**src/rtl/paddle_driver_if.sv**
```systemverilog
// Paddle driver bundle: player buttons and recenter in, game tick and paddle
// centres out.
//
// There is no valid/ready pair on this bundle. Inputs are level signals that
// the slave samples on every rising clk edge. Outputs are registered, change
// only on rising clk edges, and are always valid once clr has been released.
interface paddle_driver_if;
  logic       btn1_up;
  logic       btn1_down;
  logic       btn1_left;
  logic       btn1_right;
  logic       btn2_up;
  logic       btn2_down;
  logic       btn2_left;
  logic       btn2_right;
  logic       recenter;
  logic       clk_cursor;
  logic       prev_clk_cursor;
  logic [9:0] ball1_x;
  logic [9:0] ball1_y;
  logic [9:0] ball2_x;
  logic [9:0] ball2_y;

  // Game-side driver: presses buttons and requests recentering.
  modport master (
    output btn1_up, btn1_down, btn1_left, btn1_right,
    output btn2_up, btn2_down, btn2_left, btn2_right,
    output recenter,
    input  clk_cursor, prev_clk_cursor,
    input  ball1_x, ball1_y, ball2_x, ball2_y
  );

  // Paddle driver itself.
  modport slave (
    input  btn1_up, btn1_down, btn1_left, btn1_right,
    input  btn2_up, btn2_down, btn2_left, btn2_right,
    input  recenter,
    output clk_cursor, prev_clk_cursor,
    output ball1_x, ball1_y, ball2_x, ball2_y
  );
endinterface

```
**src/rtl/paddle_driver.sv**
```systemverilog
// Two-player paddle driver.
// A divided game tick (clk_cursor) produces one move pulse per tick period.
// Each of the eight buttons is synchronized and debounced; on a move pulse
// every paddle axis steps by STEP pixels toward the pressed direction and is
// clamped to its inclusive bounds. recenter sends both paddles home.
module paddle_driver #(
  parameter int unsigned TICK_HALF = 416667,
  parameter int unsigned DEBOUNCE  = 250000,
  parameter int unsigned STEP      = 4,
  parameter int unsigned Y_MIN     = 121,
  parameter int unsigned Y_MAX     = 421,
  parameter int unsigned P1_XMIN   = 244,
  parameter int unsigned P1_XMAX   = 454,
  parameter int unsigned P2_XMIN   = 474,
  parameter int unsigned P2_XMAX   = 684,
  parameter int unsigned P1_X0     = 300,
  parameter int unsigned P2_X0     = 628,
  parameter int unsigned Y0        = 271
) (
  input  logic           clk,
  input  logic           clr,
  paddle_driver_if.slave bus
);

  localparam int unsigned TW = (TICK_HALF > 1) ? $clog2(TICK_HALF) : 1;
  localparam int unsigned DW = (DEBOUNCE > 1) ? $clog2(DEBOUNCE) : 1;
  localparam logic [TW-1:0] TICK_LAST = TW'(TICK_HALF - 1);
  localparam logic [DW-1:0] DEB_LAST  = DW'(DEBOUNCE - 1);

  localparam logic [9:0] HOME_P1_X = 10'(P1_X0);
  localparam logic [9:0] HOME_P2_X = 10'(P2_X0);
  localparam logic [9:0] HOME_Y    = 10'(Y0);

  // Bit positions inside the packed button vector.
  localparam int B1_UP    = 0;
  localparam int B1_DOWN  = 1;
  localparam int B1_LEFT  = 2;
  localparam int B1_RIGHT = 3;
  localparam int B2_UP    = 4;
  localparam int B2_DOWN  = 5;
  localparam int B2_LEFT  = 6;
  localparam int B2_RIGHT = 7;

  // ---------------------------------------------------------------------------
  // Clamped stepping helpers. The increment test is written as c+STEP > hi so
  // that hi-STEP can never underflow; the decrement test as c < lo+STEP so the
  // subtraction below it never wraps.
  // ---------------------------------------------------------------------------
  function automatic logic [9:0] step_dec(input logic [9:0] c,
                                          input int unsigned lo);
    logic [9:0] r;
    if (32'(c) < lo + STEP) r = 10'(lo);
    else                    r = c - 10'(STEP);
    return r;
  endfunction

  function automatic logic [9:0] step_inc(input logic [9:0] c,
                                          input int unsigned hi);
    logic [9:0] r;
    if (32'(c) + STEP > hi) r = 10'(hi);
    else                    r = c + 10'(STEP);
    return r;
  endfunction

  // One axis: a single pressed direction moves, both or neither hold.
  function automatic logic [9:0] axis_next(input logic [9:0] c,
                                           input logic dec_b,
                                           input logic inc_b,
                                           input int unsigned lo,
                                           input int unsigned hi);
    logic [9:0] r;
    r = c;
    if (dec_b && !inc_b)      r = step_dec(c, lo);
    else if (inc_b && !dec_b) r = step_inc(c, hi);
    return r;
  endfunction

  // ---------------------------------------------------------------------------
  // Game tick
  // ---------------------------------------------------------------------------
  logic [TW-1:0] tick_q, tick_d;
  logic          cursor_q, cursor_d;
  logic          prev_q;
  logic          move_pulse;

  // Next tick count and cursor level; cursor flips on each terminal count.
  always_comb begin
    tick_d   = tick_q + TW'(1);
    cursor_d = cursor_q;
    if (tick_q == TICK_LAST) begin
      tick_d   = '0;
      cursor_d = ~cursor_q;
    end
  end

  // Tick counter, cursor and its one-clk delayed copy.
  always_ff @(posedge clk or posedge clr) begin
    if (clr) begin
      tick_q   <= '0;
      cursor_q <= 1'b0;
      prev_q   <= 1'b0;
    end else begin
      tick_q   <= tick_d;
      cursor_q <= cursor_d;
      prev_q   <= cursor_q;
    end
  end

  // Rising edge of the cursor, one clk wide.
  assign move_pulse = cursor_q & ~prev_q;

  // ---------------------------------------------------------------------------
  // Button synchronizers and debouncers
  // ---------------------------------------------------------------------------
  logic [7:0]    btn_raw;
  logic [7:0]    sync1_q, sync2_q;
  logic [7:0]    deb_q, deb_d;
  logic [DW-1:0] dcnt_q [8];
  logic [DW-1:0] dcnt_d [8];

  assign btn_raw = {bus.btn2_right, bus.btn2_left, bus.btn2_down, bus.btn2_up,
                    bus.btn1_right, bus.btn1_left, bus.btn1_down, bus.btn1_up};

  // Per button: count consecutive disagreeing cycles, accept on the last one.
  always_comb begin
    deb_d = deb_q;
    for (int i = 0; i < 8; i++) begin
      dcnt_d[i] = '0;
      if (sync2_q[i] != deb_q[i]) begin
        if (dcnt_q[i] == DEB_LAST) deb_d[i] = sync2_q[i];
        else                       dcnt_d[i] = dcnt_q[i] + DW'(1);
      end
    end
  end

  // Two-flop synchronizer followed by debounced state and counters.
  always_ff @(posedge clk or posedge clr) begin
    if (clr) begin
      sync1_q <= '0;
      sync2_q <= '0;
      deb_q   <= '0;
      for (int i = 0; i < 8; i++) dcnt_q[i] <= '0;
    end else begin
      sync1_q <= btn_raw;
      sync2_q <= sync1_q;
      deb_q   <= deb_d;
      for (int i = 0; i < 8; i++) dcnt_q[i] <= dcnt_d[i];
    end
  end

  // ---------------------------------------------------------------------------
  // Paddle positions
  // ---------------------------------------------------------------------------
  logic [9:0] b1x_q, b1y_q, b2x_q, b2y_q;
  logic [9:0] b1x_d, b1y_d, b2x_d, b2y_d;

  // Candidate positions; only differ from the registers on a move pulse.
  always_comb begin
    b1x_d = b1x_q;
    b1y_d = b1y_q;
    b2x_d = b2x_q;
    b2y_d = b2y_q;
    if (move_pulse) begin
      b1x_d = axis_next(b1x_q, deb_q[B1_LEFT], deb_q[B1_RIGHT], P1_XMIN, P1_XMAX);
      b1y_d = axis_next(b1y_q, deb_q[B1_UP],   deb_q[B1_DOWN],  Y_MIN,   Y_MAX);
      b2x_d = axis_next(b2x_q, deb_q[B2_LEFT], deb_q[B2_RIGHT], P2_XMIN, P2_XMAX);
      b2y_d = axis_next(b2y_q, deb_q[B2_UP],   deb_q[B2_DOWN],  Y_MIN,   Y_MAX);
    end
  end

  // Position registers; recenter wins over a coincident move.
  always_ff @(posedge clk or posedge clr) begin
    if (clr) begin
      b1x_q <= HOME_P1_X;
      b1y_q <= HOME_Y;
      b2x_q <= HOME_P2_X;
      b2y_q <= HOME_Y;
    end else if (bus.recenter) begin
      b1x_q <= HOME_P1_X;
      b1y_q <= HOME_Y;
      b2x_q <= HOME_P2_X;
      b2y_q <= HOME_Y;
    end else begin
      b1x_q <= b1x_d;
      b1y_q <= b1y_d;
      b2x_q <= b2x_d;
      b2y_q <= b2y_d;
    end
  end

  assign bus.clk_cursor      = cursor_q;
  assign bus.prev_clk_cursor = prev_q;
  assign bus.ball1_x         = b1x_q;
  assign bus.ball1_y         = b1y_q;
  assign bus.ball2_x         = b2x_q;
  assign bus.ball2_y         = b2y_q;

endmodule

```
**src/flat_wrapper.sv**
```systemverilog
// flat-port wrapper written by rule: the top's interface ports become plain ports
module paddle_driver_flat 
#(
  parameter int unsigned TICK_HALF = 416667,
  parameter int unsigned DEBOUNCE  = 250000,
  parameter int unsigned STEP      = 4,
  parameter int unsigned Y_MIN     = 121,
  parameter int unsigned Y_MAX     = 421,
  parameter int unsigned P1_XMIN   = 244,
  parameter int unsigned P1_XMAX   = 454,
  parameter int unsigned P2_XMIN   = 474,
  parameter int unsigned P2_XMAX   = 684,
  parameter int unsigned P1_X0     = 300,
  parameter int unsigned P2_X0     = 628,
  parameter int unsigned Y0        = 271
)
  (clk, clr, bus_btn1_up, bus_btn1_down, bus_btn1_left, bus_btn1_right, bus_btn2_up, bus_btn2_down, bus_btn2_left, bus_btn2_right, bus_recenter, bus_clk_cursor, bus_prev_clk_cursor, bus_ball1_x, bus_ball1_y, bus_ball2_x, bus_ball2_y);
  paddle_driver_if bus_i ();
  input  logic clk;
  input  logic clr;
  input wire logic [$bits(bus_i.btn1_up)-1:0] bus_btn1_up;
  input wire logic [$bits(bus_i.btn1_down)-1:0] bus_btn1_down;
  input wire logic [$bits(bus_i.btn1_left)-1:0] bus_btn1_left;
  input wire logic [$bits(bus_i.btn1_right)-1:0] bus_btn1_right;
  input wire logic [$bits(bus_i.btn2_up)-1:0] bus_btn2_up;
  input wire logic [$bits(bus_i.btn2_down)-1:0] bus_btn2_down;
  input wire logic [$bits(bus_i.btn2_left)-1:0] bus_btn2_left;
  input wire logic [$bits(bus_i.btn2_right)-1:0] bus_btn2_right;
  input wire logic [$bits(bus_i.recenter)-1:0] bus_recenter;
  output wire logic [$bits(bus_i.clk_cursor)-1:0] bus_clk_cursor;
  output wire logic [$bits(bus_i.prev_clk_cursor)-1:0] bus_prev_clk_cursor;
  output wire logic [$bits(bus_i.ball1_x)-1:0] bus_ball1_x;
  output wire logic [$bits(bus_i.ball1_y)-1:0] bus_ball1_y;
  output wire logic [$bits(bus_i.ball2_x)-1:0] bus_ball2_x;
  output wire logic [$bits(bus_i.ball2_y)-1:0] bus_ball2_y;
  assign bus_i.btn1_up = bus_btn1_up;
  assign bus_i.btn1_down = bus_btn1_down;
  assign bus_i.btn1_left = bus_btn1_left;
  assign bus_i.btn1_right = bus_btn1_right;
  assign bus_i.btn2_up = bus_btn2_up;
  assign bus_i.btn2_down = bus_btn2_down;
  assign bus_i.btn2_left = bus_btn2_left;
  assign bus_i.btn2_right = bus_btn2_right;
  assign bus_i.recenter = bus_recenter;
  assign bus_clk_cursor = bus_i.clk_cursor;
  assign bus_prev_clk_cursor = bus_i.prev_clk_cursor;
  assign bus_ball1_x = bus_i.ball1_x;
  assign bus_ball1_y = bus_i.ball1_y;
  assign bus_ball2_x = bus_i.ball2_x;
  assign bus_ball2_y = bus_i.ball2_y;
  paddle_driver #(.TICK_HALF(TICK_HALF), .DEBOUNCE(DEBOUNCE), .STEP(STEP), .Y_MIN(Y_MIN), .Y_MAX(Y_MAX), .P1_XMIN(P1_XMIN), .P1_XMAX(P1_XMAX), .P2_XMIN(P2_XMIN), .P2_XMAX(P2_XMAX), .P1_X0(P1_X0), .P2_X0(P2_X0), .Y0(Y0)) u_core (.clk(clk), .clr(clr), .bus(bus_i));
endmodule
```
**config.mk**
```make
export PLATFORM = sky130hd
export DESIGN_NAME = paddle_driver_flat
export DESIGN_NICKNAME = d
export VERILOG_FILES = /design/src/rtl/paddle_driver_if.sv /design/src/rtl/paddle_driver.sv /design/src/flat_wrapper.sv
export SDC_FILE = /design/constraint.sdc
export NUM_CORES = 1
export LEC_CHECK = 0
export BUFFER_PORTS_ARGS = -buffer_cell sky130_fd_sc_hd__buf_2
export CAP_MARGIN = 20
export CORE_ASPECT_RATIO = 0.7
export CORE_MARGIN = 2
export CORE_UTILIZATION = 34
export DETAILED_ROUTE_END_ITERATION = 8
export HOLD_SLACK_MARGIN = 0.08
export PLACE_DENSITY = 0.63
export SLEW_MARGIN = 20
export SYNTH_ARGS = -nofsm -noshare
export SYNTH_HDL_FRONTEND = slang
export SYNTH_SLANG_ARGS = --single-unit
```
**constraint.sdc**
```tcl
create_clock -name clk -period 7.15 [get_ports clk]
set_input_delay 1.0725 -clock clk [delete_from_list [all_inputs] [get_ports clk]]
set_output_delay 1.0725 -clock clk [all_outputs]
set_load 0.01 [all_outputs]
```
Word level (Yosys, flattened, before mapping)
Cells that the tools add are included.
{ "op_classes": {"n_eq_ne": 17, "addsub": 21, "bitwise": 3, "n_reduce_logical": 33, "mux": 41, "n_lt_le_gt_ge": 8} }
{ "ops": {"columns": ["op", "count"], "rows": [
  ["18-bit two-way mux", 16],
  ["10-bit two-way mux", 24],
  ["18-bit by 1-bit adder with 18-bit output, second input constant", 8],
  ["18-bit equality test, second input constant", 8],
  ["32-bit by 9-bit greater-than comparator with 1-bit output, second input constant", 3],
  ["10-bit by 3-bit adder with 11-bit output, second input constant", 4],
  ["10-bit by 3-bit adder with 10-bit output, second input constant", 4],
  ["10-bit by 3-bit subtractor with 10-bit output, second input constant", 4],
  ["32-bit by 10-bit greater-than comparator with 1-bit output, second input constant", 1],
  ["2-bit AND reduction", 12],
  ["10-bit by 7-bit < comparator with 1-bit output, second input constant", 2],
  ["19-bit by 1-bit adder with 19-bit output, second input constant", 1],
  ["19-bit equality test, second input constant", 1],
  ["19-bit two-way mux", 1],
  ["3-bit nonzero test", 4],
  ["10-bit by 8-bit < comparator with 1-bit output, second input constant", 1],
  ["10-bit by 9-bit < comparator with 1-bit output, second input constant", 1],
  ["1-bit logical AND", 8],
  ["1-bit zero test", 8],
  ["1-bit != test", 8],
  ["1-bit NOT", 2],
  ["2-bit nonzero test", 1],
  ["1-bit bitwise AND", 1]
]} }
{ "word_totals": {"inputBits": 11, "register_bits": 229} }

Longest topological paths before layout
Gate-level depths: netlist (run 1).
{ "depth": {"depth_word": 7, "depth_mapped": 9, "ltp_nobuf": 8} }

Worst setup path after synthesis (run 1)
OpenSTA, ideal clock, no wires.
{ "synth_path": {"path_kind": "register to register", "startpoint": "register u_core.b2y_q[2] (netlist: u_core.bus.ball2_y[2])", "endpoint": "register u_core.b2y_q[3] (netlist: u_core.bus.ball2_y[3])", "t_required_ns": 7.073, "stages_incl_launch_ff": 10, "setup_slack_ns": 4.776, "period_less_slack_ns": 2.374, "arrival_ns": 2.296, "path_cell_list": "dfstp_2 > buf_2 > inv_1 > ha_1 > nor3_1 > o21ai_0 > a21oi_1 > o22a_1 > o41a_1 > o21a_1"} }
{ "synth_between": {"elab_chain_cells": 7, "elab_cells_between_ends": 11, "classes_between": "3 x add/sub; 2 x order compare; 6 x mux"} }
{ "synth_rtl": {"columns": ["element", "line", "rtl"], "rows": [
  ["from (decl)", "paddle_driver.sv:154", "logic [9:0] b1x_q, b1y_q, b2x_q, b2y_q;"],
  ["from (signal assigned)", "paddle_driver.sv:187", "b2y_q <= b2y_d;"],
  ["10-bit by 3-bit adder with 11-bit output", "paddle_driver.sv:60", "if (32'(c) + STEP > hi) r = 10'(hi);"],
  ["32-bit by 9-bit greater-than comparator with 1-bit output", "paddle_driver.sv:60", null],
  ["10-bit two-way mux", "paddle_driver.sv:60", null],
  ["10-bit two-way mux", "paddle_driver.sv:74", "else if (inc_b && !dec_b) r = step_inc(c, hi);"],
  ["10-bit two-way mux (*)", "paddle_driver.sv:73", "if (dec_b && !inc_b) r = step_dec(c, lo);"],
  ["10-bit two-way mux (*)", "paddle_driver.sv:163", "if (move_pulse) begin"],
  ["10-bit two-way mux (*)", "paddle_driver.sv:178", "end else if (bus.recenter) begin"]
]} }
Every way passes the cells marked *; elsewhere a longest branch is shown, timed or not. The select of a mux whose other input is x is not followed.
A chain may end at the register's enable or synchronous reset.

Worst setup path after layout (run 1)
{ "layout_path": {"startpoint": "register u_core.b1y_q[2] (netlist: u_core.bus.ball1_y[2])", "endpoint": "register u_core.b1y_q[4] (netlist: u_core.bus.ball1_y[4])"} }
{ "layout_between": {"elab_chain_cells": 7, "elab_cells_between_ends": 11, "classes_between": "3 x add/sub; 2 x order compare; 6 x mux"} }
{ "layout_rtl": {"columns": ["element", "line", "rtl"], "rows": [
  ["from (decl)", "paddle_driver.sv:154", null],
  ["from (signal assigned)", "paddle_driver.sv:185", "b1y_q <= b1y_d;"],
  ["10-bit by 3-bit adder with 11-bit output", "paddle_driver.sv:60", null],
  ["32-bit by 9-bit greater-than comparator with 1-bit output", "paddle_driver.sv:60", null],
  ["10-bit two-way mux", "paddle_driver.sv:60", null],
  ["10-bit two-way mux", "paddle_driver.sv:74", null],
  ["10-bit two-way mux (*)", "paddle_driver.sv:73", null],
  ["10-bit two-way mux (*)", "paddle_driver.sv:163", null],
  ["10-bit two-way mux (*)", "paddle_driver.sv:178", null]
]} }
Marked as above.

==> impl_summary.md, run 1 <==
Yosys
Of the synthesized area, sequential elements account for 46.7%. The total of flip-flops plus latches after synthesis is 227. Synthesis produced 1,312 cells. The number of flops mapped to enable cells by yosys is 0.

Dividing the synthesized area by the synthesized cell count gives 9.31 um2. The area of the mapped netlist is 12,200 um2. The async set-or-reset flop fraction in the synthesized netlist is 100%. The distinct cell type count of the synthesized netlist is 85.

For this run, the leading register cell type out of synthesis is sky130_fd_sc_hd__dfrtp_1. For this run, the number of Yosys warnings is 0.

Drt
Once detail routing completed, the nets flagged for antenna violations numbered 0. The first detailed-routing pass ran for 5 iterations. The routed wire length is 26,500 um.

The final routed DRC violation total is 0. Dividing the detail-routed via count by the number of cells gives 5.15. The final route contains 9,435 vias.

For this block, the initial DRC count from the detailed router was 898. The average wire length per cell after detail routing is 14.5 um.

Die
The row count is 58. The floorplan core area is 35,600 um2. The width of the die is 231 um. In this run the vertical extent of the chip is 163 um.

The number of primary I/O pins is 53. The initial utilization of the core area, before any placement, comes to 34.3%. The die covers 37,500 um2.

Power
The power density of the placed cells is 193 nW/um2. The leakage power total is 5.73 nW. The post-layout total power is 2.63 mW. The peak ir drop on the vdd network is 0.145 mV.

Global route
Entering global routing, the biggest net connects 187 pins. The total global-route track usage is 14.1%. The initial antenna violation count is 0. The total overflow left after global routing is 0. The via count of the first global-routing pass came to 8,736. The wire length of the first global-routing pass is 44,400 um.

Setup path
The critical register-to-register path startpoint is u_core.bus.ball1_y[2]$_DFFE_PP1P_. For this run, the slowest stage of the critical path takes 0.62 ns. The required time reported for the critical path endpoint is 7.61 ns.

The critical path's top delay family is compound AO/OA/AOI/OAI gates. The logic depth of the worst register-to-register path is 8. STA classifies the critical path startpoint as a register. The type of the worst setup path is reg -> reg. The worst setup path startpoint is u_core.bus.ball1_y[2]$_DFFE_PP1P_. The critical path crosses 8 cells after its start point.

The worst register-to-register path ends at u_core.bus.ball1_y[4]$_DFFE_PP0P_. The worst setup slack for register-to-register paths is 4.43 ns. The signal on the critical path passes through inv_1, ha_1, a21boi_0, o31ai_1, a22oi_1, o311ai_1, nand2b_4, a32o_1. The arrival time of the worst setup path is 3.17 ns. The slowest library cell on the worst path is sky130_fd_sc_hd__dfstp_2.

Together, buffers and inverters on the worst path number 1. Following the worst setup path forward leads to its endpoint at u_core.bus.ball1_y[4]$_DFFE_PP0P_. The capturing element type of the critical path is a register. Of all nets on the critical path, the largest fanout is 9.

STA
The slew at the pin closest to its max-slew limit is 0.990 ns. The final-report hold violation count was 0. Hold is met by 0.350 ns.

The final-report max-slew violation count is 0. Measured against its own limit, the worst slew margin works out to 34.0%. Setup total negative slack on the finished layout was measured at 0 ns. Derived from the worst setup path, the maximum achievable clock frequency is 368 MHz.

The final-report setup violation count is 0. Setup repair after global routing left no endpoint under its margin. The final critical path takes up 38.0% of the cycle.

The clock arrives with 0.0174 ns of skew. The shortest period the worst path allows is 2.72 ns. Setup slack on the critical path of the routed design comes to 4.43 ns.

Clock tree
Clock tree synthesis selected as its root buffer the cell sky130_fd_sc_hd__clkbuf_16. Clock latency on the worst-skew pair, taken at its later pin, is 0.53 ns. After clock tree synthesis, the flow added hold-fix buffers numbering 0. The CTS clock-pin slew for the worst setup and hold paths is 0.06 ns. The number of instances resized during post-cts repair is 0. The number of buffers on the longest clock path is 3. Once the clock tree was built, the setup fixing pass inserted 0 buffers. In this run the number of H-tree levels came out at 1. The number of clock buffers added by TritonCTS is 24. The CTS tree is yes.

CTS saw 227 sinks.

Finish
The growth of design area from synthesis to finish is 11.6%. Once layout is complete, the cells apart from fillers number 1,832. The finished cells cover 13,600 um2. The net count of the finished layout is 1,366.

The number of antenna repair diodes is 0. Of the cells placed in the final design, the portion with a size suffix greater than 1 is 10.8%. Counting the fill cells in the layout gives 3,505. Once layout is complete, the utilization of the core stands at 38.2%.

Placed design
The worst setup timing slack at the placement stage is 4.34 ns. Detailed placement finished with a half-perimeter wire length of 18,200 um. The number of input and output port buffers inserted is 50.

After detailed placement, the design holds a cell count of 1,789. The cell area reported after detailed placement is 12,800 um2. At the end of routability-driven placement, the weighted congestion stood at 0.891.

Run
Across the run, the number of max-cap violations was 0.

Run status
The run finished with clean final reports.

Hold path
The class of the worst hold path is reg -> reg.
area by class of cell:
type,count,area (um2),share of cell area (%)
clock buffers,33,674,4.95
clock inverters,10,115,0.845
inverters,48,184,1.35
multi-input cells,981,6060,44.5
flip-flops and latches,227,5700,41.9
well taps,480,601,4.41
repair buffers,53,285,2.09
worst min path at each step:
stage | depth (start not counted) | slack (ns) | start | endpoint
final | 0 | 0.35 | u_core.sync1_q[6]$_DFF_PP0_ | u_core.sync2_q[6]$_DFF_PP0_
after detailed placement | 0 | 0.34 | u_core.sync1_q[4]$_DFF_PP0_ | u_core.sync2_q[4]$_DFF_PP0_
after global placement | 0 | 0.33 | u_core.sync1_q[3]$_DFF_PP0_ | u_core.sync2_q[3]$_DFF_PP0_
after global routing | 0 | 0.36 | u_core.sync1_q[6]$_DFF_PP0_ | u_core.sync2_q[6]$_DFF_PP0_
after CTS | 0 | 0.35 | u_core.sync1_q[6]$_DFF_PP0_ | u_core.sync2_q[6]$_DFF_PP0_
after floorplan | 0 | 0.33 | u_core.sync1_q[0]$_DFF_PP0_ | u_core.sync2_q[0]$_DFF_PP0_
logic make-up (layout without fill, tap and decap cells):
kind of cell	count (synthesis)	in the layout	synth area share, %
AND/OR/NAND/NOR	593	593	23.9
flip-flops	227	227	46.7
AO/OA/AOI/OAI	196	196	11.2
XOR/XNOR	157	157	11.3
buffers and inverters	105	144	3.73
adder cells (fa/ha/maj)	20	20	2.05
multiplexers	13	13	1.16
other	1	2	0.0307
synthesized netlist by cell type (all sizes together) (19+ instances only):
cell type,count,area [um2]
nor2,213,800
ha,20,250
nand2,97,364
inv,48,180
nor3,26,130
dfstp,19,499
nor4,32,231
nand4,38,244
buf,33,185
clkbuf,24,90.1
xor2,87,762
dfrtp,208,5200
a21oi,39,199
nand3,76,385
xnor2,70,613
o21ai,44,220
and3,28,175
flip-flops by register name, summed over array words and instances (netlist names):
register / count
u_core.bus.ball2_y: 10
u_core.deb_q: 8
u_core.tick_q: 19
u_core.dcnt_q: 144
u_core.bus.clk_cursor: 1
u_core.bus.ball1_x: 9
u_core.sync2_q: 8
u_core.bus.ball2_x: 9
u_core.bus.prev_clk_cursor: 1
u_core.sync1_q: 8
u_core.bus.ball1_y: 10
where the power goes:
group | internal, mW | total, mW | switching, mW | leakage, nW
logic | 0.0158 | 0.0688 | 0.0530 | 2.30
registers | 1.30 | 1.31 | 0.0130 | 3.03
clock network | 0.734 | 1.24 | 0.510 | 0.394
routing by layer:
metal / up-vias / GRT usage, % / routed length (um)
met5: - / 0 / 0
met4: 0 / 3.78 / 704
met3: 47 / 3.33 / 1680
met2: 257 / 19.1 / 10400
met1: 4499 / 22.1 / 13700
li1: 4632 / - / -
cells in the final DEF, fill, tap and decap left out, drive strengths merged, types with 4 or more instances in the layout:
cell / Yosys / routed
xor2: 87 / 87
dfrtp: 208 / 208
a21oi: 39 / 39
o21a: 4 / 4
o31ai: 11 / 11
a31oi: 12 / 12
nand3: 76 / 76
nand2: 97 / 97
clkbuf: 24 / 33
a22oi: 5 / 5
inv: 48 / 48
nor3: 26 / 26
nor2: 213 / 213
nor4: 32 / 32
nor2b: 10 / 10
o21ai: 44 / 44
and2: 9 / 9
or3: 18 / 18
a211oi: 5 / 5
o311ai: 5 / 5
nand2b: 12 / 12
clkinv: 0 / 7
mux2i: 4 / 4
buf: 33 / 53
or2: 9 / 9
ha: 20 / 20
o211ai: 7 / 7
nand4: 38 / 38
a41oi: 4 / 4
o22ai: 7 / 7
a22o: 4 / 4
nand3b: 6 / 6
mux2: 9 / 9
dfstp: 19 / 19
nor4b: 7 / 7
and3: 28 / 28
a21boi: 4 / 4
xnor2: 70 / 70
Power figures use the tool's default switching activity.
==> inputs of run 2 (changes only) <==
Settings changed: PLACE_DENSITY 0.63 to 0.61.
Clock period 7.15 ns to 2.75 ns, I/O delays scaled along.
==> run 2 against run 1 <==
Clock skew down 0.010 ns. Sequential cell count did not move. Cell count increased by 2.1%. Global-route usage rose by 0.47 points. Design area increased by 2.5%. Worst setup slack got worse by 4.3 ns. Maximum frequency up 4.8%. Power rose to 2.6 times the previous value. Sequential share of layout area is 1.0 points lower. Register-to-register slack worse by 4.3 ns. Sequential power grew to 2.6 times the previous value. Routed wire length grew 3.2%. Largest power group unchanged.
==> impl_summary.md, run 2 (synthesized netlist as in run 1, its figures left out) <==
Run status
The run finished with clean final reports.

STA
The final worst clock skew was 0.00712 ns (-0.0102 ns). The maximum clock rate is 386 MHz (+4.8%). The final-report setup violation count is 0 (unchanged). The tightest slew margin relative to the limit is 46.3% (+12 points). The final-report max-slew violation count is 0 (unchanged).

The slew at the pin closest to its max-slew limit is 0.804 ns (-0.186 ns). The final-report hold violation count came to 0 (unchanged). The shortest period the worst path allows is 2.59 ns (-0.125 ns). The final cycle utilization of the critical path was 94.2% (+56 points). Setup repair after global routing left no endpoint under its margin.

Die
The initial core utilization is 34.3% (unchanged). The number of primary I/O pins is 53 (unchanged). The overall die height was 163 um (unchanged). The floorplan core area is 35,600 um2 (unchanged).

The full die area is 37,500 um2 (unchanged). The width of the die came to 231 um (unchanged). The row count is 58 (unchanged).

Placed design
The cell area reported after detailed placement was 13,100 um2 (+1.8%). The half-perimeter wire length of the detailed placement result is 19,100 um (+5.1%). The number of input and output port buffers inserted is 50 (unchanged). The final RePlAce weighted congestion is 0.885 (-0.67%).

Finish
The largest registers in the layout are u_core.dcnt_q: 144 flops, u_core.tick_q: 19 flops. In the layout the commonest cells are 213 x sky130_fd_sc_hd__nor2_1, 208 x sky130_fd_sc_hd__dfrtp_1, 97 x sky130_fd_sc_hd__nand2_1. The number of antenna repair diodes came to 0 (unchanged). The number of flip-flops under the largest register name came to 144 (unchanged).

Relative to the synthesized area, the layout overhead comes to 14.4%. More flip-flops sit in one register than any other, and that register is u_core.dcnt_q. The post-route cell area is 14,000 um2 (+2.5%). The number of nets in the final layout is 1,403 (+2.7%). The number of fill cells is 3,508 (+0.086%). The share of cells above drive strength 1 is 12.6% (+1.8 points). The post-layout utilization of the core is 39.2% (+0.95 points). Leaving out fill and tap cells, the most frequent cell in the layout is sky130_fd_sc_hd__nor2_1.

Global route
The total global-route track usage is 14.6% (+0.47 points). The leftover overflow at the end of global routing is 0 (unchanged). The via count of the first global-routing pass was 8,851 (+1.3%). The initial antenna violation count came to 0 (unchanged). The wire length of the first global-routing pass is 45,700 um (+2.7%). The largest net degree at the start of global routing is 48 (-74%).

Setup path
The arrival time of the worst setup path came to 3.01 ns (-0.16 ns). The worst setup path is launched from a register. The required time reported for the critical path endpoint came to 3.17 ns (-4.44 ns). The capturing element type of the critical path is a register. The largest fanout of any net on the critical path is 9 (unchanged).

The logic depth of the worst register-to-register path is 9 (+1). The startpoint identified for the worst register-to-register timing path is u_core.bus.ball1_y[2]$_DFFE_PP1P_. The critical path starts at u_core.bus.ball1_y[2]$_DFFE_PP1P_. The setup path with the least slack is of type reg -> reg.

Clock tree
The number of buffers on the longest clock path was 3 (unchanged). The CTS tree is yes. The library cell used as clock root buffer is sky130_fd_sc_hd__clkbuf_16. The clock sink count came to 227 (unchanged). The number of clock buffers inserted by TritonCTS came to 25 (+4.2%). The CTS clock-pin slew for the worst setup and hold paths is 0.06 ns (about the same). The H-tree level count came to 1 (unchanged). The number of instances resized during post-cts repair was 0 (unchanged). The later-pin clock latency in the skew report came to 0.53 ns (about the same).

Power
The power share of the sequential group is 49.2% (-0.8 points). The post-layout total power is 6.94 mW (+160%). The leakage power total was 5.90 nW (+2.9%). The part of the total power dissipated in the clock network is 47.7% (+0.4 points).

The total net switching power is 1.55 mW (+170%). The combinational power share is 3.1% (+0.5 points). The fraction of power spent switching nets is 22.3% (+0.40 points).

The power density of the placed cells is 497 nW/um2 (+160%). The peak ir drop on the vdd network is 0.322 mV (+120%). The internal power is 5.39 mW (+160%).

Drt
The average wire length per cell after detail routing is 14.6 um (+1.1%). The detailed-routing iteration count for the pre-antenna-repair pass is 5 (unchanged). The iteration-0 DRC count of the detailed router was 749 (-17%). The detailed-route vias per instance is 5.10 (-0.92%). The post-route antenna net violation count is 0 (unchanged). The routed wire length is 27,400 um (+3.2%). The final routed DRC violation total was 0 (unchanged). The total number of vias is 9,542 (+1.1%).

Hold path
The class of the worst hold path is reg -> reg. The hold-critical path depth is 0 (unchanged). The start point of the worst hold path is u_core.sync1_q[7]$_DFF_PP0_.

Run
The number of maximum-capacitance violations was 0 (unchanged).
run 2: cell types whose count changed in the layout (fill, tap and decap cells not counted), sizes merged:
cell         change
buf             +27
clkinv           -3
clkinvlp         +6
dlygate4sd3      +9
inv              -1
run 2: per-stage QoR:
stage | cells | TNS (ns) | hold WS (ns) | setup slack, ns
CTS | 1870 | 0 | 0.348 | 0.200
finish | 1870 | 0 | 0.348 | 0.158
floorplan | 1313 | -127.50 | 0.331 | -0.613
global route | 1870 | 0 | 0.350 | 0.0758
detailed placement | 1816 | 0 | 0.336 | 0.213
global placement | 1816 | 0 | 0.336 | 0.242
run 2: timing repair:
item | CTS | global route
hold buffers | 9 | 0
hold endpoints to repair | 25 | 0
setup endpoints to repair | 0 | 0
buffers inserted | 0 | 0
run 2: critical path, stage by stage, from the launching register on:
cell	delay (ns)
sky130_fd_sc_hd__dfstp_2	0.62
sky130_fd_sc_hd__inv_1	0.08
sky130_fd_sc_hd__ha_1	0.29
sky130_fd_sc_hd__a21boi_0	0.38
sky130_fd_sc_hd__o211ai_1	0.18
sky130_fd_sc_hd__a22oi_1	0.22
sky130_fd_sc_hd__o311ai_1	0.11
sky130_fd_sc_hd__buf_4	0.18
sky130_fd_sc_hd__nand2b_4	0.16
sky130_fd_sc_hd__a32o_1	0.26
run 2: final cells by class:
cell class              count  area, um2  share of cell area [%]
repair buffers             89        603                    4.32
multi-input cells         981       6060                    43.4
clock inverters            12        125                   0.896
inverters                  48        184                    1.32
flip-flops and latches    227       5700                    40.8
well taps                 480        601                    4.30
clock buffers              33        686                    4.91
run 2: layer usage:
layer  global-route usage (%)  vias to the layer above  routed length [um]
met5                        0                        -                   0
met4                     2.43                        0                 411
met3                     2.98                       29                1570
met2                     21.0                      224               11100
met1                     22.7                     4580               14300
li1                         -                     4709                   -
run 2: power groups by stage:
| stage | logic, mW | registers, mW | clock network [mW] |
|---|---|---|---|
| 2_1_floorplan | 0.141 | 3.47 | 0 |
| 3_3_place_gp | 0.211 | 3.47 | 0 |
| 3_5_place_dp | 0.214 | 3.48 | 0 |
| 4_1_cts | 0.225 | 3.42 | 3.43 |
| 5_1_grt | 0.253 | 3.42 | 3.57 |
| 6_report | 0.216 | 3.42 | 3.31 |
run 2: final timing paths:
path / end / slack (ns)
setup reg to reg: u_core.bus.ball1_y[4]$_DFFE_PP0P_ / 0.16
max in group asynchronous: u_core.bus.ball1_x[5]$_DFFE_PP1P_ / 1.42
setup / recovery: u_core.bus.ball1_y[4]$_DFFE_PP0P_ / 0.16
min in group asynchronous: u_core.sync1_q[7]$_DFF_PP0_ / 0.57
hold reg to reg: u_core.sync2_q[7]$_DFF_PP0_ / 0.35
hold / removal: u_core.sync2_q[7]$_DFF_PP0_ / 0.35
==> inputs of run 3 (changes only) <==
Settings changed: BUFFER_PORTS_ARGS -buffer_cell sky130_fd_sc_hd__buf_2 to default, DONT_BUFFER_PORTS from default to 1, PLACE_DENSITY 0.61 to 0.6.
==> run 3 against run 2 <==
Core utilization down 0.84 points. Via count down 1.6%. Highest routed layer unchanged. Routed wire length shrank 0.47%. Clock skew rose by 0.013 ns. Clock power down 4%. Combinational power down 8%.
==> impl_summary.md, run 3 (synthesized netlist as in run 1, its figures left out) <==
Clock tree
The clock sink count is 227 (unchanged). The CTS clock-pin slew for the worst setup and hold paths is 0.06 ns (about the same). The later-pin clock latency in the skew report is 0.53 ns (about the same). The H-tree level count came to 1 (unchanged). The library cell used as clock root buffer is sky130_fd_sc_hd__clkbuf_16. The number of clock buffers inserted by TritonCTS came to 23 (-8.0%). The number of buffers on the longest clock path came to 3 (unchanged). The CTS tree is yes.

Drt
The detailed-routing iteration count for the pre-antenna-repair pass was 6 (+1). The average wire length per cell after detail routing is 15.0 um (+2.4%). The total number of vias was 9,390 (-1.6%). The routed wire length is 27,200 um (-0.47%). The detailed-route vias per instance is 5.17 (+1.3%). The post-route antenna net violation count was 0 (unchanged). The final routed DRC violation total came to 0 (unchanged). The iteration-0 DRC count of the detailed router is 763 (+1.9%).

Power
The peak ir drop on the vdd network was 0.329 mV (+2.1%). The power density of the placed cells came to 496 nW/um2 (-0.18%). The combinational power share is 2.9% (-0.2 points). The fraction of power spent switching nets is 22.2% (-0.13 points). The leakage power total was 5.70 nW (-3.3%). The post-layout total power is 6.78 mW (-2.3%).

The internal power is 5.28 mW (-2.1%). The power share of the sequential group is 50.4% (+1.2 points). The total net switching power is 1.50 mW (-2.9%). The part of the total power dissipated in the clock network is 46.7% (-1.0 points).

Global route
The layer flagged by global routing as most heavily used is met1. The met1 capacity usage during global routing is 22.8% (+0.090 points). The total global-route track usage is 14.7% (+0.079 points). The largest net degree at the start of global routing came to 85 (+77%). The leftover overflow at the end of global routing is 0 (unchanged).

The met2 track demand over resource is 20.5% (-0.49 points). The initial antenna violation count is 0 (unchanged). The wire length of the first global-routing pass is 46,100 um (+0.97%).

The met3 usage was 3.43% (+0.46 points). The via count of the first global-routing pass is 9,014 (+1.8%).

Die
The number of primary I/O pins was 53 (unchanged). The width of the die is 231 um (unchanged). The row count came to 58 (unchanged). The overall die height is 163 um (unchanged). The full die area was 37,500 um2 (unchanged). The initial core utilization is 34.3% (unchanged). The floorplan core area was 35,600 um2 (unchanged).

Finish
In the layout the commonest cells are 213 x sky130_fd_sc_hd__nor2_1, 208 x sky130_fd_sc_hd__dfrtp_1, 97 x sky130_fd_sc_hd__nand2_1. The register with the most flip-flops in the final layout is u_core.dcnt_q. The number of antenna repair diodes was 0 (unchanged).

The number of flip-flops under the largest register name is 144 (unchanged). The share of cells above drive strength 1 is 9.20% (-3.4 points). In the final layout, the registers with the most flip-flops are u_core.dcnt_q: 144 flops, u_core.tick_q: 19 flops. The most common library cell in the layout ignoring fill and taps is sky130_fd_sc_hd__nor2_1.

The final cell count without fillers was 1,817 (-2.8%). The number of nets in the final layout is 1,351 (-3.7%). The growth of design area from synthesis to finish is 11.9%. The number of fill cells is 3,518 (+0.29%).

STA
Setup repair after global routing left no endpoint under its margin. The slew at the pin closest to its max-slew limit is 0.803 ns (-0.00138 ns). The final-report hold violation count is 0 (unchanged). The final-report max-slew violation count was 0 (unchanged). The final worst clock skew is 0.0203 ns (+0.0131 ns). The final-report setup violation count was 0 (unchanged). The tightest slew margin relative to the limit came to 46.4% (+0.092 points). The final cycle utilization of the critical path was 94.2% (about the same). The shortest period the worst path allows is 2.59 ns (-0.00198 ns). The final total negative setup slack is 0 ns (unchanged). The maximum clock rate is 386 MHz (about the same).

Placed design
The instance count after placement with tap cells included came to 1,765 (-2.8%). The final RePlAce weighted congestion is 0.895 (+1.1%). The half-perimeter wire length of the detailed placement result is 19,100 um (-0.29%). The number of input and output port buffers inserted is 0 (-100%).

Run
The number of maximum-capacitance violations came to 0 (unchanged).

Setup path
STA classifies the critical path startpoint as a register. The critical path is of the reg -> reg type. The capturing element type of the critical path is a register.

The arrival time of the worst setup path is 3.04 ns (+0.03 ns). The worst setup slack for register-to-register paths came to 0.16 ns (about the same). The largest fanout of any net on the critical path is 9 (unchanged). The required time reported for the critical path endpoint is 3.20 ns (+0.03 ns).

Hold path
The class of the worst hold path is in -> reg.

Run status
The flow ran to the end, and the final reports show no timing, DRC or antenna violations.
run 3: final timing paths:
| check | cells past startpoint | end | start |
|---|---|---|---|
| max in group asynchronous | 3 | u_core.bus.ball2_y[1]$_DFFE_PP1P_ | clr |
| min reg2reg | 0 | u_core.sync2_q[7]$_DFF_PP0_ | u_core.sync1_q[7]$_DFF_PP0_ |
| max reg2reg | 8 | u_core.bus.ball1_y[4]$_DFFE_PP0P_ | u_core.bus.ball1_y[2]$_DFFE_PP1P_ |
| min | 2 | u_core.bus.ball2_x[5]$_DFFE_PP1P_ | bus_recenter |
| min in group asynchronous | 2 | u_core.dcnt_q[12]$_DFF_PP0_ | clr |
| max | 8 | u_core.bus.ball1_y[4]$_DFFE_PP0P_ | u_core.bus.ball1_y[2]$_DFFE_PP1P_ |
run 3: routing by layer:
metal / up-vias / part of all wire [%]
met5: - / 0
met4: 0 / 2.0
met3: 39 / 6.8
met2: 258 / 40
met1: 4490 / 52
li1: 4603 / -
run 3: per-stage QoR:
step / utilization (%) / setup WS [ns] / area, um2 / hold slack [ns]
floorplan: - / -0.613 / 12200 / 0.331
global placement: 35.9 / 0.274 / 12800 / 0.324
detailed placement: 35.9 / 0.193 / 12800 / 0.322
CTS: 38.3 / 0.180 / 13700 / 0.0843
global route: 38.4 / 0.0145 / 13700 / 0.124
finish: 38.4 / 0.160 / 13700 / 0.123
run 3: power by group through the flow:
stage	sequential, mW	combinational, mW	clock [mW]
after global placement	3.47	0.189	0
after detailed placement	3.48	0.191	0
after global routing	3.42	0.235	3.41
final	3.42	0.199	3.17
after floorplan	3.47	0.141	0
after CTS	3.41	0.208	3.29
run 3: critical path, cell delays in order (launching register included):
cell and delay (ns):
sky130_fd_sc_hd__dfstp_2 0.65, sky130_fd_sc_hd__inv_1 0.09, sky130_fd_sc_hd__ha_1 0.33, sky130_fd_sc_hd__a21boi_0 0.17, sky130_fd_sc_hd__o31ai_1 0.27, sky130_fd_sc_hd__a22oi_1 0.09, sky130_fd_sc_hd__o311ai_1 0.49, sky130_fd_sc_hd__nand2b_4 0.27
sky130_fd_sc_hd__a32o_1 0.17
run 3: area by class of cell:
| type | instances | area, um2 | share of cell area [%] |
|---|---|---|---|
| Clock inverter | 11 | 109 | 0.796 |
| Timing Repair Buffer | 39 | 355 | 2.60 |
| Multi-Input combinational cell | 981 | 6070 | 44.4 |
| Clock buffer | 31 | 646 | 4.72 |
| Tap cell | 480 | 601 | 4.39 |
| Sequential cell | 227 | 5700 | 41.7 |
| Inverter | 48 | 184 | 1.35 |
run 3: timing repair:
action	4_1_cts	5_1_grt
endpoints found under the setup margin	0	3
hold endpoints to repair	30	0
gates resized for setup	0	1
buffers inserted	0	0
hold buffers	10	0
